File: src/rtl/imem_loader_pkg.sv
// -----------------------------------------------------------------------------
// loader_pkg: shared definitions for the instruction-memory boot loader.
//   state_e   : loader FSM state encoding (CHK exists only when the
//               LOADER_CHKSUM_EN macro is defined)
//   HDR_BYTES : number of header bytes carrying the word count
//   depth_f   : instruction-memory depth in words for a given address width
// -----------------------------------------------------------------------------
package loader_pkg;

   localparam int HDR_BYTES = 2;

   typedef enum logic [2:0] {
      ST_IDLE   = 3'd0,
      ST_LEN_LO = 3'd1,
      ST_LEN_HI = 3'd2,
      ST_DATA   = 3'd3,
`ifdef LOADER_CHKSUM_EN
      ST_CHK    = 3'd4,
`endif
      ST_FIN    = 3'd5,
      ST_DONE   = 3'd6,
      ST_ERR    = 3'd7
   } state_e;

   function automatic int unsigned depth_f(input int unsigned aw);
      return 32'd1 << aw;
   endfunction

endpackage

File: src/rtl/imem_loader_if.sv
// -----------------------------------------------------------------------------
// imem_loader_if: byte-stream valid/ready handshake feeding the loader.
//   in_valid : source has a byte
//   in_data  : the byte
//   in_ready : loader can take a byte this cycle
//   master   : byte source side
//   slave    : loader side
// -----------------------------------------------------------------------------
interface imem_loader_if;
   logic       in_valid;
   logic [7:0] in_data;
   logic       in_ready;

   modport master (output in_valid, output in_data, input in_ready);
   modport slave  (input in_valid, input in_data, output in_ready);
endinterface

File: src/rtl/imem_loader_byte_packer.sv
// -----------------------------------------------------------------------------
// byte_packer: assembles accepted stream bytes into little-endian 32-bit words.
//   clk          : system clock
//   rst          : synchronous active-high reset
//   clr_i        : session start; discards any partial word
//   byte_valid_i : a data byte was accepted this cycle
//   lane_i       : byte lane of that byte (0 = bits 7:0, 3 = bits 31:24)
//   byte_i       : the accepted byte
//   word_o       : last completed word (stable until the next one completes)
//   word_valid_o : one-cycle pulse the cycle after a lane-3 byte is accepted
// -----------------------------------------------------------------------------
module byte_packer (
   input  logic        clk,
   input  logic        rst,
   input  logic        clr_i,
   input  logic        byte_valid_i,
   input  logic [1:0]  lane_i,
   input  logic [7:0]  byte_i,
   output logic [31:0] word_o,
   output logic        word_valid_o
);

   // Only three bytes ever need holding: the fourth completes the word directly.
   logic [23:0] shift_q;
   logic [31:0] shift_d;
   logic [31:0] word_q;
   logic        word_valid_q;
   logic        lane3;

   assign shift_d = {byte_i, shift_q};
   assign lane3   = byte_valid_i && (lane_i == 2'd3);

   always_ff @(posedge clk) begin
      if (rst || clr_i) begin
         shift_q      <= '0;
         word_q       <= '0;
         word_valid_q <= 1'b0;
      end else begin
         word_valid_q <= lane3;
         if (byte_valid_i) shift_q <= shift_d[31:8];
         if (lane3)        word_q  <= shift_d;
      end
   end

   assign word_o       = word_q;
   assign word_valid_o = word_valid_q;

endmodule

File: src/rtl/imem_loader.sv
// -----------------------------------------------------------------------------
// imem_loader: boot-time program loader. Receives a byte stream
// (2-byte little-endian word count, then 4*len data bytes), writes the
// assembled words sequentially into the instruction memory and holds the core
// in reset until a complete, legal image has been written.
// Optional macro LOADER_CHKSUM_EN: a trailing XOR checksum byte is required.
//   clk, rst     : clock, synchronous active-high reset
//   start        : one-cycle pulse, begins a session from IDLE/DONE/ERR
//   s_in         : byte-stream handshake (imem_loader_if slave)
//   mem_we/addr/wdata : instruction-memory write port (one pulse per word)
//   cpu_rst      : core reset hold, low only once an image is loaded
//   busy/done/error : session status
//   words_loaded : words written in the current/last session
// -----------------------------------------------------------------------------
module imem_loader
   import loader_pkg::*;
#(
   parameter int ADDR_W = 8,
   parameter int LEN_W  = 16
) (
   input  logic              clk,
   input  logic              rst,
   input  logic              start,
   imem_loader_if.slave      s_in,
   output logic              mem_we,
   output logic [ADDR_W-1:0] mem_addr,
   output logic [31:0]       mem_wdata,
   output logic              cpu_rst,
   output logic              busy,
   output logic              done,
   output logic              error,
   output logic [LEN_W-1:0]  words_loaded
);

   localparam logic [LEN_W:0] DEPTH_L = (LEN_W+1)'(depth_f(ADDR_W));

   state_e                   state_q, state_d;
   logic [7:0]               len_lo_q;
   logic [LEN_W-1:0]         len_q;
   logic [LEN_W+1:0]         byte_cnt_q;
   logic [LEN_W-1:0]         words_q;
   logic [ADDR_W-1:0]        addr_q;
   logic [8*HDR_BYTES-1:0]   hdr_len;
   logic [LEN_W-1:0]         hdr_len_w;
   logic                     in_ready_c;
   logic                     accept;
   logic                     sess_start;
   logic                     data_acc;
   logic                     lane3_acc;
   logic                     last_word;
   logic [31:0]              pk_word;
   logic                     pk_word_valid;
`ifdef LOADER_CHKSUM_EN
   logic [7:0]               chk_q;
`endif

   assign accept     = s_in.in_valid && in_ready_c;
   assign sess_start = start && (state_q == ST_IDLE || state_q == ST_DONE ||
                                 state_q == ST_ERR);
   assign hdr_len    = {s_in.in_data, len_lo_q};
   assign hdr_len_w  = LEN_W'(hdr_len);
   assign data_acc   = accept && (state_q == ST_DATA);
   assign lane3_acc  = data_acc && (byte_cnt_q[1:0] == 2'd3);
   // Word index of the byte being accepted versus the final word of the image.
   assign last_word  = (byte_cnt_q[LEN_W+1:2] == len_q - LEN_W'(1));

   // ---------------- state register ----------------
   always_ff @(posedge clk) begin
      if (rst) state_q <= ST_IDLE;
      else     state_q <= state_d;
   end

   // ---------------- next-state logic ----------------
   always_comb begin
      state_d = state_q;
      case (state_q)
         ST_IDLE, ST_DONE, ST_ERR: if (start) state_d = ST_LEN_LO;
         ST_LEN_LO: if (accept) state_d = ST_LEN_HI;
         ST_LEN_HI: begin
            if (accept) begin
               if (hdr_len_w == '0) begin
`ifdef LOADER_CHKSUM_EN
                  state_d = ST_CHK;
`else
                  state_d = ST_FIN;
`endif
               end else if ({1'b0, hdr_len_w} > DEPTH_L) begin
                  state_d = ST_ERR;
               end else begin
                  state_d = ST_DATA;
               end
            end
         end
         ST_DATA: begin
            if (lane3_acc && last_word) begin
`ifdef LOADER_CHKSUM_EN
               state_d = ST_CHK;
`else
               state_d = ST_FIN;
`endif
            end
         end
`ifdef LOADER_CHKSUM_EN
         ST_CHK: if (accept) state_d = (s_in.in_data == chk_q) ? ST_FIN : ST_ERR;
`endif
         // One idle cycle so the final memory write has retired before DONE.
         ST_FIN:  state_d = ST_DONE;
         default: state_d = ST_IDLE;
      endcase
   end

   // ---------------- output logic ----------------
   always_comb begin
      in_ready_c = 1'b0;
      busy       = 1'b0;
      done       = 1'b0;
      error      = 1'b0;
      cpu_rst    = 1'b1;
      case (state_q)
         ST_LEN_LO, ST_LEN_HI, ST_DATA: begin
            in_ready_c = 1'b1;
            busy       = 1'b1;
         end
`ifdef LOADER_CHKSUM_EN
         ST_CHK: begin
            in_ready_c = 1'b1;
            busy       = 1'b1;
         end
`endif
         ST_FIN:  busy    = 1'b1;
         ST_DONE: begin
            done    = 1'b1;
            cpu_rst = 1'b0;
         end
         ST_ERR:  error   = 1'b1;
         default: ;
      endcase
   end

   assign s_in.in_ready = in_ready_c;

   // ---------------- counters and memory-port registers ----------------
   always_ff @(posedge clk) begin
      if (rst) begin
         len_lo_q   <= '0;
         len_q      <= '0;
         byte_cnt_q <= '0;
         words_q    <= '0;
         addr_q     <= '0;
      end else if (sess_start) begin
         len_lo_q   <= '0;
         len_q      <= '0;
         byte_cnt_q <= '0;
         words_q    <= '0;
      end else begin
         if (accept && state_q == ST_LEN_LO) len_lo_q <= s_in.in_data;
         if (accept && state_q == ST_LEN_HI) len_q    <= hdr_len_w;
         if (data_acc) byte_cnt_q <= byte_cnt_q + 1'b1;
         // Address and count land together with the packer's word_valid pulse.
         if (lane3_acc) begin
            addr_q  <= byte_cnt_q[ADDR_W+1:2];
            words_q <= words_q + 1'b1;
         end
      end
   end

`ifdef LOADER_CHKSUM_EN
   always_ff @(posedge clk) begin
      if (rst || sess_start) chk_q <= '0;
      else if (data_acc)     chk_q <= chk_q ^ s_in.in_data;
   end
`endif

   byte_packer u_packer (
      .clk          (clk),
      .rst          (rst),
      .clr_i        (sess_start),
      .byte_valid_i (data_acc),
      .lane_i       (byte_cnt_q[1:0]),
      .byte_i       (s_in.in_data),
      .word_o       (pk_word),
      .word_valid_o (pk_word_valid)
   );

   assign mem_we       = pk_word_valid;
   assign mem_addr     = addr_q;
   assign mem_wdata    = pk_word;
   assign words_loaded = words_q;

endmodule

File: src/flat_wrapper.sv
// flat-port wrapper written by rule: the top's interface ports become plain ports
module imem_loader_flat import loader_pkg::*;
#(
   parameter int ADDR_W = 8,
   parameter int LEN_W  = 16
)
  (clk, rst, start, mem_we, mem_addr, mem_wdata, cpu_rst, busy, done, error, words_loaded, s_in_in_valid, s_in_in_data, s_in_in_ready);
  imem_loader_if s_in_i ();
  input  logic clk;
  input  logic rst;
  input  logic start;
  output logic mem_we;
  output logic [ADDR_W-1:0] mem_addr;
  output logic [31:0] mem_wdata;
  output logic cpu_rst;
  output logic busy;
  output logic done;
  output logic error;
  output logic [LEN_W-1:0] words_loaded;
  input wire logic [$bits(s_in_i.in_valid)-1:0] s_in_in_valid;
  input wire logic [$bits(s_in_i.in_data)-1:0] s_in_in_data;
  output wire logic [$bits(s_in_i.in_ready)-1:0] s_in_in_ready;
  assign s_in_i.in_valid = s_in_in_valid;
  assign s_in_i.in_data = s_in_in_data;
  assign s_in_in_ready = s_in_i.in_ready;
  imem_loader #(.ADDR_W(ADDR_W), .LEN_W(LEN_W)) u_core (.clk(clk), .rst(rst), .start(start), .s_in(s_in_i), .mem_we(mem_we), .mem_addr(mem_addr), .mem_wdata(mem_wdata), .cpu_rst(cpu_rst), .busy(busy), .done(done), .error(error), .words_loaded(words_loaded));
endmodule
File: config.mk
export PLATFORM = sky130hd
export DESIGN_NAME = imem_loader_flat
export DESIGN_NICKNAME = d
export VERILOG_FILES = /design/src/rtl/imem_loader_pkg.sv /design/src/rtl/imem_loader_if.sv /design/src/rtl/imem_loader_byte_packer.sv /design/src/rtl/imem_loader.sv /design/src/flat_wrapper.sv
export SDC_FILE = /design/constraint.sdc
export NUM_CORES = 1
export LEC_CHECK = 0
export ABC_CLOCK_PERIOD_IN_PS = 2900
export CORE_ASPECT_RATIO = 0.5
export CORE_MARGIN = 3
export CORE_UTILIZATION = 35
export CTS_CLUSTER_DIAMETER = 30
export DETAILED_ROUTE_END_ITERATION = 12
export SLEW_MARGIN = 20
export SYNTH_ARGS = -nofsm -noshare
export SYNTH_HDL_FRONTEND = slang
export SYNTH_SLANG_ARGS = --single-unit
File: constraint.sdc
create_clock -name clk -period 2.9 [get_ports clk]
set_input_delay 0.87 -clock clk [delete_from_list [all_inputs] [get_ports clk]]
set_output_delay 0.87 -clock clk [all_outputs]
set_load 0.01 [all_outputs]
==> results.cfg, run 1 <==
[logic_synthesis]
synthMuxAreaShare_pct = 1.85
synthArstFlopShare_pct = 0
ys.flop_type = dfxtp_1
yosysSeqAreaShare_pct = 46.5
syn-cell-area_mm2 = 0.00542
synth_edf_count = 0
synth_nets = 700
ys_types = 52
avgSynthCellArea_um2 = 7.92
yosysWarnings = 0
synth_fa_ha_area_share_pct = 0.692
synth_top_family_by_area = simple AND/OR/NAND/NOR gates
synth_xor_area_share_pct = 7.43
synthCells = 685
ys_seq_elements = 126
synth_compound_area_share_pct = 12.7
synthSimpleGateAreaFrac_pct = 27.3

[drt]
via_count = 4820
viasPerCell = 4.95
ant_nets = 0
drc = 0
firstDrtPassIters = 5
wirelength_um = 13700
drtIter0Drc = 338
wl_per_cell_um = 14.1

[clock_network]
clock_latency_ns = 0.41
cts_setup_buffers = 0
clkSinkCount = 126
cts_tree = yes
clock_path_buffers = 2
clock-root-buffer = clkbuf_16
clk_pin_slew_ns = 0.06
numCtsBuffers = 17
cts-htree-levels = 4

[die]
dieArea_mm2 = 0.0171
die_w_um = 182
pin_count = 74
die_y_um = 94.0
start_util_pct = 36.6
rows = 31
design.core.area_mm2 = 0.0148

[final_layout]
drive_above_1_share_pct = 8.89
nets = 778
instances_no_fill = 974
syn_to_final_growth_pct = 30.6
diodes = 0
design_area_mm2 = 0.00708
fillerInstances = 1462

[sta]
hold_violations = 0
fin_crit_sh_pct = 96.1
hold_ws_ns = 0.453
worst-slew-pin-transition_ns = 0.511
fin_setup_tns_ns = 0
period_needed_ns = 2.79
max_freq_mhz = 359
slew_headroom_pct = 65.7
rsz0062_at_grt = no
finalSetupViolCount = 0
slew_viol_final = 0
clock_skew_ns = 0.00819

[power_and_ir_drop]
power_leakage_nw = 2.43
power_density_mw_per_mm2 = 567
p_total_mw = 4.01
ir_drop_mv = 0.331

[grt]
overflow = 0
gr-usage-all-layers_pct = 16.3
grt_pass1_vias = 4489
grt_antenna_before_repair = 0
grt_first_pass_wirelength_um = 22800
grt_max_degree = 54

[place]
hpwl_um = 9440
place_inst = 942
placed_area_mm2 = 0.00649
io_buffers = 73
globalplace.congestion = 0.844

[critical_path]
cp_max_fo = 15
reg2reg_setup_slack_ns = 0.62
worst-setup-path-type = reg2out
start_kind = flop
required_ns = 2.03
end_kind = primary output
critPathArrivalTime_ns = 1.92

[job]
drv_cap = 0

[outcome]
status = finished clean

[hold_path]
hold_class = reg2reg
## synthesized netlist by cell type (all sizes together), types with 2 or more instances
library cell    n  share of area [%]
a21oi          91                8.4
dfxtp         126                 47
or3             6               0.69
nor2b           3               0.35
o21ai          14                1.3
o211ai          2               0.28
inv             8               0.55
a2111oi         2               0.44
nand4          11                1.3
nand3b          2               0.28
and4            6               0.97
or4             2               0.28
mux2i          10                1.8
nor3           10                1.0
xnor2          25                4.0
nor3b           2               0.28
xor2           21                3.4
nor2           54                3.7
nand2         185                 13
and3            7               0.81
ha              3               0.69
a31oi           4               0.46
nor4            7                1.2
nand3          20                1.9
a21o            2               0.28
and2            2               0.23
or4b            2               0.37
buf            17                1.3
clkbuf         25                1.7
## area by class of cell
class,count,area [um2],share of cell area [%]
Clock buffer,18,439,6.20
Clock inverter,14,150,2.12
Multi-Input combinational cell,509,2710,38.3
Inverter,8,30.0,0.424
Sequential cell,126,2520,35.6
Tap cell,198,248,3.50
Timing Repair Buffer,101,978,13.8
## metrics by stage
step           setup slack (ns)  util [%]
2_1_floorplan             0.566         -
3_3_place_gp              0.111      43.8
3_5_place_dp             0.0744      43.8
4_1_cts                   0.127      47.8
5_1_grt                  0.0320      47.8
6_report                  0.113      47.8
## worst max-delay path: stages (launching register included)
cell             delay (ns)
dfxtp_1                0.63
nand2_1                0.19
o21ai_0                0.12
clkdlybuf4s50_1        0.56
## cells by family after synthesis
group / count (synthesis)
XOR/XNOR: 46
AND/OR/NAND/NOR: 326
AO/OA/AOI/OAI: 124
multiplexers: 10
buffers and inverters: 50
flip-flops: 126
adder cells (fa/ha/maj): 3
## flip-flops by register name (all words and copies together) (netlist names)
| register | count |
|---|---|
| u_core.words_loaded | 16 |
| u_core.u_packer.word_o | 32 |
| u_core.u_packer.shift_q | 24 |
| u_core.u_packer.word_valid_o | 1 |
| u_core.len_q | 16 |
| u_core.mem_addr | 8 |
| u_core.byte_cnt_q | 18 |
| u_core.len_lo_q | 8 |
| u_core.state_q | 3 |
## placed cells by master (no fill, tap or decap), drive strengths merged, types with 4 or more instances in the layout
| cell | instances |
|---|---|
| dfxtp | 126 |
| and4 | 6 |
| or3 | 6 |
| clkinv | 6 |
| nand4 | 11 |
| buf | 28 |
| o21ai | 14 |
| and3 | 7 |
| nor4 | 7 |
| nor2 | 54 |
| mux2i | 10 |
| inv | 14 |
| clkdlybuf4s50 | 73 |
| xor2 | 21 |
| nand2 | 185 |
| nand3 | 20 |
| a31oi | 4 |
| xnor2 | 25 |
| a21oi | 91 |
| nor3 | 10 |
| clkbuf | 18 |
## worst paths after layout
path | from | end | depth (start not counted)
setup / recovery | u_core.state_q[1] | busy | 3
hold / removal | u_core.u_packer.shift_q[3] | u_core.u_packer.shift_q[3] | 2
setup reg to reg | u_core.len_q[1] | u_core.state_q[1] | 8
hold reg to reg | u_core.u_packer.shift_q[3] | u_core.u_packer.shift_q[3] | 2
## report_power, final
| group | switching (mW) | leakage [nW] | internal (mW) | total (mW) |
|---|---|---|---|---|
| Sequential | 0.0119 | 1.02 | 1.74 | 1.75 |
| Combinational | 0.105 | 1.13 | 0.0691 | 0.174 |
| Clock | 0.855 | 0.287 | 1.23 | 2.09 |
## what timing repair did
action                                  CTS  global route
endpoints found under the setup margin    0             1
endpoints found under the hold margin     0             0
resized for setup                         0             1
hold buffers                              0             0
## routing by layer
layer  global-route usage (%)  up-vias  wire (um)
li1                         -     2462          -
met1                     23.1     2282       7000
met2                     25.1       63       6230
met3                     3.29       13        402
met4                     5.00        0         94
met5                        0        -          0
No activity file was read; power rests on OpenSTA's default activity.
==> run 2: changes to the inputs <==
--- a/config.mk
+++ b/config.mk
@@ -6,7 +6,7 @@
 export NUM_CORES = 1
 export LEC_CHECK = 0
 export ABC_CLOCK_PERIOD_IN_PS = 2900
-export CORE_ASPECT_RATIO = 0.5
+export CORE_ASPECT_RATIO = 1.1
 export CORE_MARGIN = 3
 export CORE_UTILIZATION = 35
 export CTS_CLUSTER_DIAMETER = 30
@@ -14,4 +14,5 @@
 export SLEW_MARGIN = 20
 export SYNTH_ARGS = -nofsm -noshare
 export SYNTH_HDL_FRONTEND = slang
+export SYNTH_HIERARCHICAL = 1
 export SYNTH_SLANG_ARGS = --single-unit
==> results.cfg, run 2 <==
[drt]
firstDrtPassIters = 4
ant_nets = 0
wl_per_cell_um = 14.7
drc = 0
wirelength_um = 13700
via_count = 4680
drtIter0Drc = 296
viasPerCell = 5.01

[die]
pin_count = 74
dieArea_mm2 = 0.0187
design.core.area_mm2 = 0.0166
die_w_um = 131
rows = 49
die_y_um = 143
start_util_pct = 36.1

[critical_path]
reg2reg_setup_slack_ns = 0.67
start_kind = flop
r2r_end = u_core/state_q[1]
cp_max_fo = 13
end_kind = primary output
worst-setup-path-type = reg2out
rr_startpoint = u_core/len_q[0]
required_ns = 2.03
crit_start = u_core/state_q[2]
reg2reg_depth = 9
critPathArrivalTime_ns = 1.72

[final_layout]
diodes = 0
final_cell_mix = 126 x dfxtp_1, 81 x nor2_1, 72 x clkdlybuf4s50_1, 72 x nand2_1, 64 x nor3b_1
drive_above_1_share_pct = 14.9
final_util_pct = 45.6
design_area_mm2 = 0.00754
fillerInstances = 1588
layout_commonest_cell = dfxtp_1
syn_to_final_growth_pct = 26.4
largest_reg_flops = 32
nets = 733

[sta]
slew_viol_final = 0
max_freq_mhz = 386
slew_headroom_pct = 63.6
worst-slew-pin-transition_ns = 0.545
rsz0062_at_grt = no
period_needed_ns = 2.59
fin_setup_tns_ns = 0
fin_crit_sh_pct = 89.4
layout_setup_ws_ns = 0.306
hold_violations = 0
clock_skew_ns = 0.00728
finalSetupViolCount = 0

[logic_synthesis]
synth_common_cells = 126 x dfxtp_1, 81 x nor2_1, 72 x nand2_1
avgSynthCellArea_um2 = 9.29
synth_area_leaders = dfxtp_1 42%, nor3b_1 8.0%, mux2_4 7.3%, mux2i_1 6.0%, nor2_1 5.1%
syn-cell-area_mm2 = 0.00597
synthCells = 643
synth_edf_count = 0
synth_top_area_share_pct = 42.2
synthArstFlopShare_pct = 0
ys.flop_type = dfxtp_1
ys_seq_elements = 126
yosysMostFrequentCell = dfxtp_1
ys_types = 50
synth_largest_area_cell = dfxtp_1
yosysWarnings = 6
yosysSeqAreaShare_pct = 42.2
synth_nets = 658

[clock_network]
cts-htree-levels = 4
clkSinkCount = 126
cts_setup_buffers = 0
ctsHoldBuffers = 0
cts_tree = yes
cts_resized = 0
numCtsBuffers = 17
clk_pin_slew_ns = 0.06
clock_path_buffers = 2
clock-root-buffer = clkbuf_16
clock_latency_ns = 0.41

[power_and_ir_drop]
ir_drop_mv = 0.411
p_total_mw = 4.72
power_leakage_nw = 2.64
power_density_mw_per_mm2 = 626

[place]
dp_slack_ns = -0.0116
io_buffers = 73
globalplace.congestion = 0.822
placed_area_mm2 = 0.00698
hpwl_um = 9800

[job]
drv_cap = 0

[grt]
grt_pass1_vias = 4555
grt_first_pass_wirelength_um = 22800
grt_max_degree = 59
grt_antenna_before_repair = 0
gr-usage-all-layers_pct = 15.2
overflow = 0

[hold_path]
hold_path_end = u_core/mem_addr[4]
hold_class = reg2reg
hp-start = u_core/mem_addr[4]
holdPathStages = 2

[outcome]
status = finished clean
[run 2: area by class of cell]
cell class / count / area (um2) / area share, %
Multi-Input combinational cell: 463 / 3190 / 42.3
Tap cell: 204 / 255 / 3.38
Sequential cell: 126 / 2520 / 33.4
Clock buffer: 19 / 453 / 6.00
Inverter: 8 / 30.0 / 0.398
Clock inverter: 13 / 114 / 1.51
Timing Repair Buffer: 102 / 981 / 13.0
[run 2: worst max-delay path by stage]
stage                              end  slack (ns)  cells past startpoint
2_1_floorplan    u_core/byte_cnt_q[17]        0.67                      7
3_3_place_gp         u_core/state_q[1]        0.03                      8
3_5_place_dp   u_core/words_loaded[15]       -0.01                      8
4_1_cts                          error        0.27                      2
5_1_grt                           done        0.19                      3
6_report                         error        0.31                      2
[run 2: per-layer routing]
metal | wire [um] | global-route usage (%) | vias to the layer above
met5 | 0 | 0 | -
met4 | 252 | 5.20 | 0
met3 | 494 | 4.19 | 16
met2 | 6680 | 25.0 | 78
met1 | 6300 | 19.2 | 2230
li1 | - | - | 2356
[run 2: stage by stage]
| step | std cells | hold slack (ns) |
|---|---|---|
| after floorplan | 643 | 0.444 |
| after global placement | 903 | 0.447 |
| after detailed placement | 903 | 0.451 |
| after CTS | 935 | 0.458 |
| after global routing | 935 | 0.490 |
| final | 935 | 0.457 |
[run 2: report_power, final]
group	switching (mW)	total, mW	internal (mW)
registers	0.0694	1.85	1.78
clock network	0.797	2.02	1.22
logic	0.510	0.857	0.348
[run 2: critical path, stage by stage (launching register included)]
cell and delay, ns:
dfxtp_1 0.56, and3_1 0.21, clkdlybuf4s50_1 0.53
[run 2: cell families (layout without fill, tap and decap cells)]
family          count (synthesis)  after routing  share of synthesized area (%)
compound gates                 57             57                           5.55
buf+inv                        54            142                           4.55
simple gates                  285            285                           25.8
flops                         126            126                           42.2
fa+ha+maj                       3              3                          0.629
mux                            69             69                           14.1
xor+xnor                       49             49                           7.19
==> run 3: changes to the inputs <==
--- a/config.mk
+++ b/config.mk
@@ -6,11 +6,14 @@
 export NUM_CORES = 1
 export LEC_CHECK = 0
 export ABC_CLOCK_PERIOD_IN_PS = 2900
+export CELL_PAD_IN_SITES_DETAIL_PLACEMENT = 0
+export CELL_PAD_IN_SITES_GLOBAL_PLACEMENT = 1
 export CORE_ASPECT_RATIO = 1.1
 export CORE_MARGIN = 3
 export CORE_UTILIZATION = 35
 export CTS_CLUSTER_DIAMETER = 30
 export DETAILED_ROUTE_END_ITERATION = 12
+export PLACE_DENSITY_LB_ADDON = 0.1
 export SLEW_MARGIN = 20
 export SYNTH_ARGS = -nofsm -noshare
 export SYNTH_HDL_FRONTEND = slang
==> results.cfg, run 3 (same netlist as run 2, synthesis figures left out) <==
[critical_path]
worst-setup-path-type = reg2out
end_kind = primary output
start_kind = flop
cp_max_fo = 13
required_ns = 2.03
critPathArrivalTime_ns = 1.75
reg2reg_setup_slack_ns = 0.66

[power_and_ir_drop]
power_density_mw_per_mm2 = 626
ir_drop_mv = 0.442
power_leakage_nw = 2.68

[grt]
grt_max_degree = 59
grt_first_pass_wirelength_um = 23900
gr-usage-all-layers_pct = 16.1
grt_pass1_vias = 4644
overflow = 0
grt_antenna_before_repair = 0

[drt]
wirelength_um = 14200
wl_per_cell_um = 15.2
ant_nets = 0
firstDrtPassIters = 4
viasPerCell = 4.88
drtIter0Drc = 182
via_count = 4571
drc = 0

[final_layout]
final_cell_mix = 126 x dfxtp_1, 81 x nor2_1, 72 x clkdlybuf4s50_1, 72 x nand2_1, 64 x nor3b_1
layout_commonest_cell = dfxtp_1
diodes = 0
instances_no_fill = 937
syn_to_final_growth_pct = 26.8
final_util_pct = 45.8
nets = 735
largest_reg_flops = 32
drive_above_1_share_pct = 14.6
fillerInstances = 1640

[place]
io_buffers = 73
place_inst = 905
dp_slack_ns = -0.0609
hpwl_um = 10000
globalplace.congestion = 0.912

[clock_network]
clkSinkCount = 126
clock_latency_ns = 0.41
ctsHoldBuffers = 0
cts_setup_buffers = 0
numCtsBuffers = 17
clk_pin_slew_ns = 0.05
cts-htree-levels = 4
cts_tree = yes
clock_path_buffers = 2
cts_resized = 0
clock-root-buffer = clkbuf_16

[die]
start_util_pct = 36.1
die_w_um = 131
dieArea_mm2 = 0.0187
die_y_um = 143
rows = 49
pin_count = 74
design.core.area_mm2 = 0.0166

[sta]
hold_ws_ns = 0.451
slew_headroom_pct = 65.3
period_needed_ns = 2.62
rsz0062_at_grt = no
worst-slew-pin-transition_ns = 0.519
layout_setup_ws_ns = 0.280
fin_setup_tns_ns = 0
hold_violations = 0
fin_crit_sh_pct = 90.3
clock_skew_ns = 0.00632
max_freq_mhz = 382
finalSetupViolCount = 0
slew_viol_final = 0

[job]
drv_cap = 0

[hold_path]
hold_class = reg2reg

[outcome]
status = finished clean
-- run 3: routing by layer --
layer | share of wire, % | routed length [um] | track usage (%) | up-vias
met1 | 46 | 6580 | 20.1 | 2150
met3 | 2.4 | 346 | 3.93 | 17
met2 | 50 | 7050 | 26.7 | 58
li1 | - | - | - | 2346
met4 | 1.6 | 221 | 6.33 | 0
met5 | 0 | 0 | 0 | -
-- run 3: layout make-up --
cell class	count	area, um2	area share, %
clock inverter	7	60.1	0.793
inverter	8	30.0	0.396
multi-input combinational	463	3190	42.1
timing repair buffer	104	1020	13.5
clock buffer	25	495	6.54
tap	204	255	3.37
sequential	126	2520	33.3
-- run 3: path summary, 6_finish.rpt --
kind                            from            endpoint  cells past startpoint
hold / removal    u_core/mem_addr[3]  u_core/mem_addr[3]                      2
setup reg to reg     u_core/len_q[0]   u_core/state_q[2]                      9
hold reg to reg   u_core/mem_addr[3]  u_core/mem_addr[3]                      2
setup / recovery   u_core/state_q[2]               error                      2
-- run 3: through the flow --
| stage | power, mW | area, um2 |
|---|---|---|
| after floorplan | 2.46 | 5970 |
| after global placement | 2.78 | 7020 |
| after detailed placement | 2.80 | 7020 |
| after CTS | 4.80 | 7570 |
| after global routing | 4.98 | 7570 |
| final | 4.74 | 7570 |
-- run 3: worst max-delay path, stage by stage, from the launching register on --
cell and delay (ns):
dfxtp_1 0.57, and3_1 0.23, clkdlybuf4s50_1 0.54
-- run 3: power breakdown --
group / switching (mW) / internal [mW]
Clock: 0.733 / 1.26
Combinational: 0.520 / 0.378
Sequential: 0.0701 / 1.78
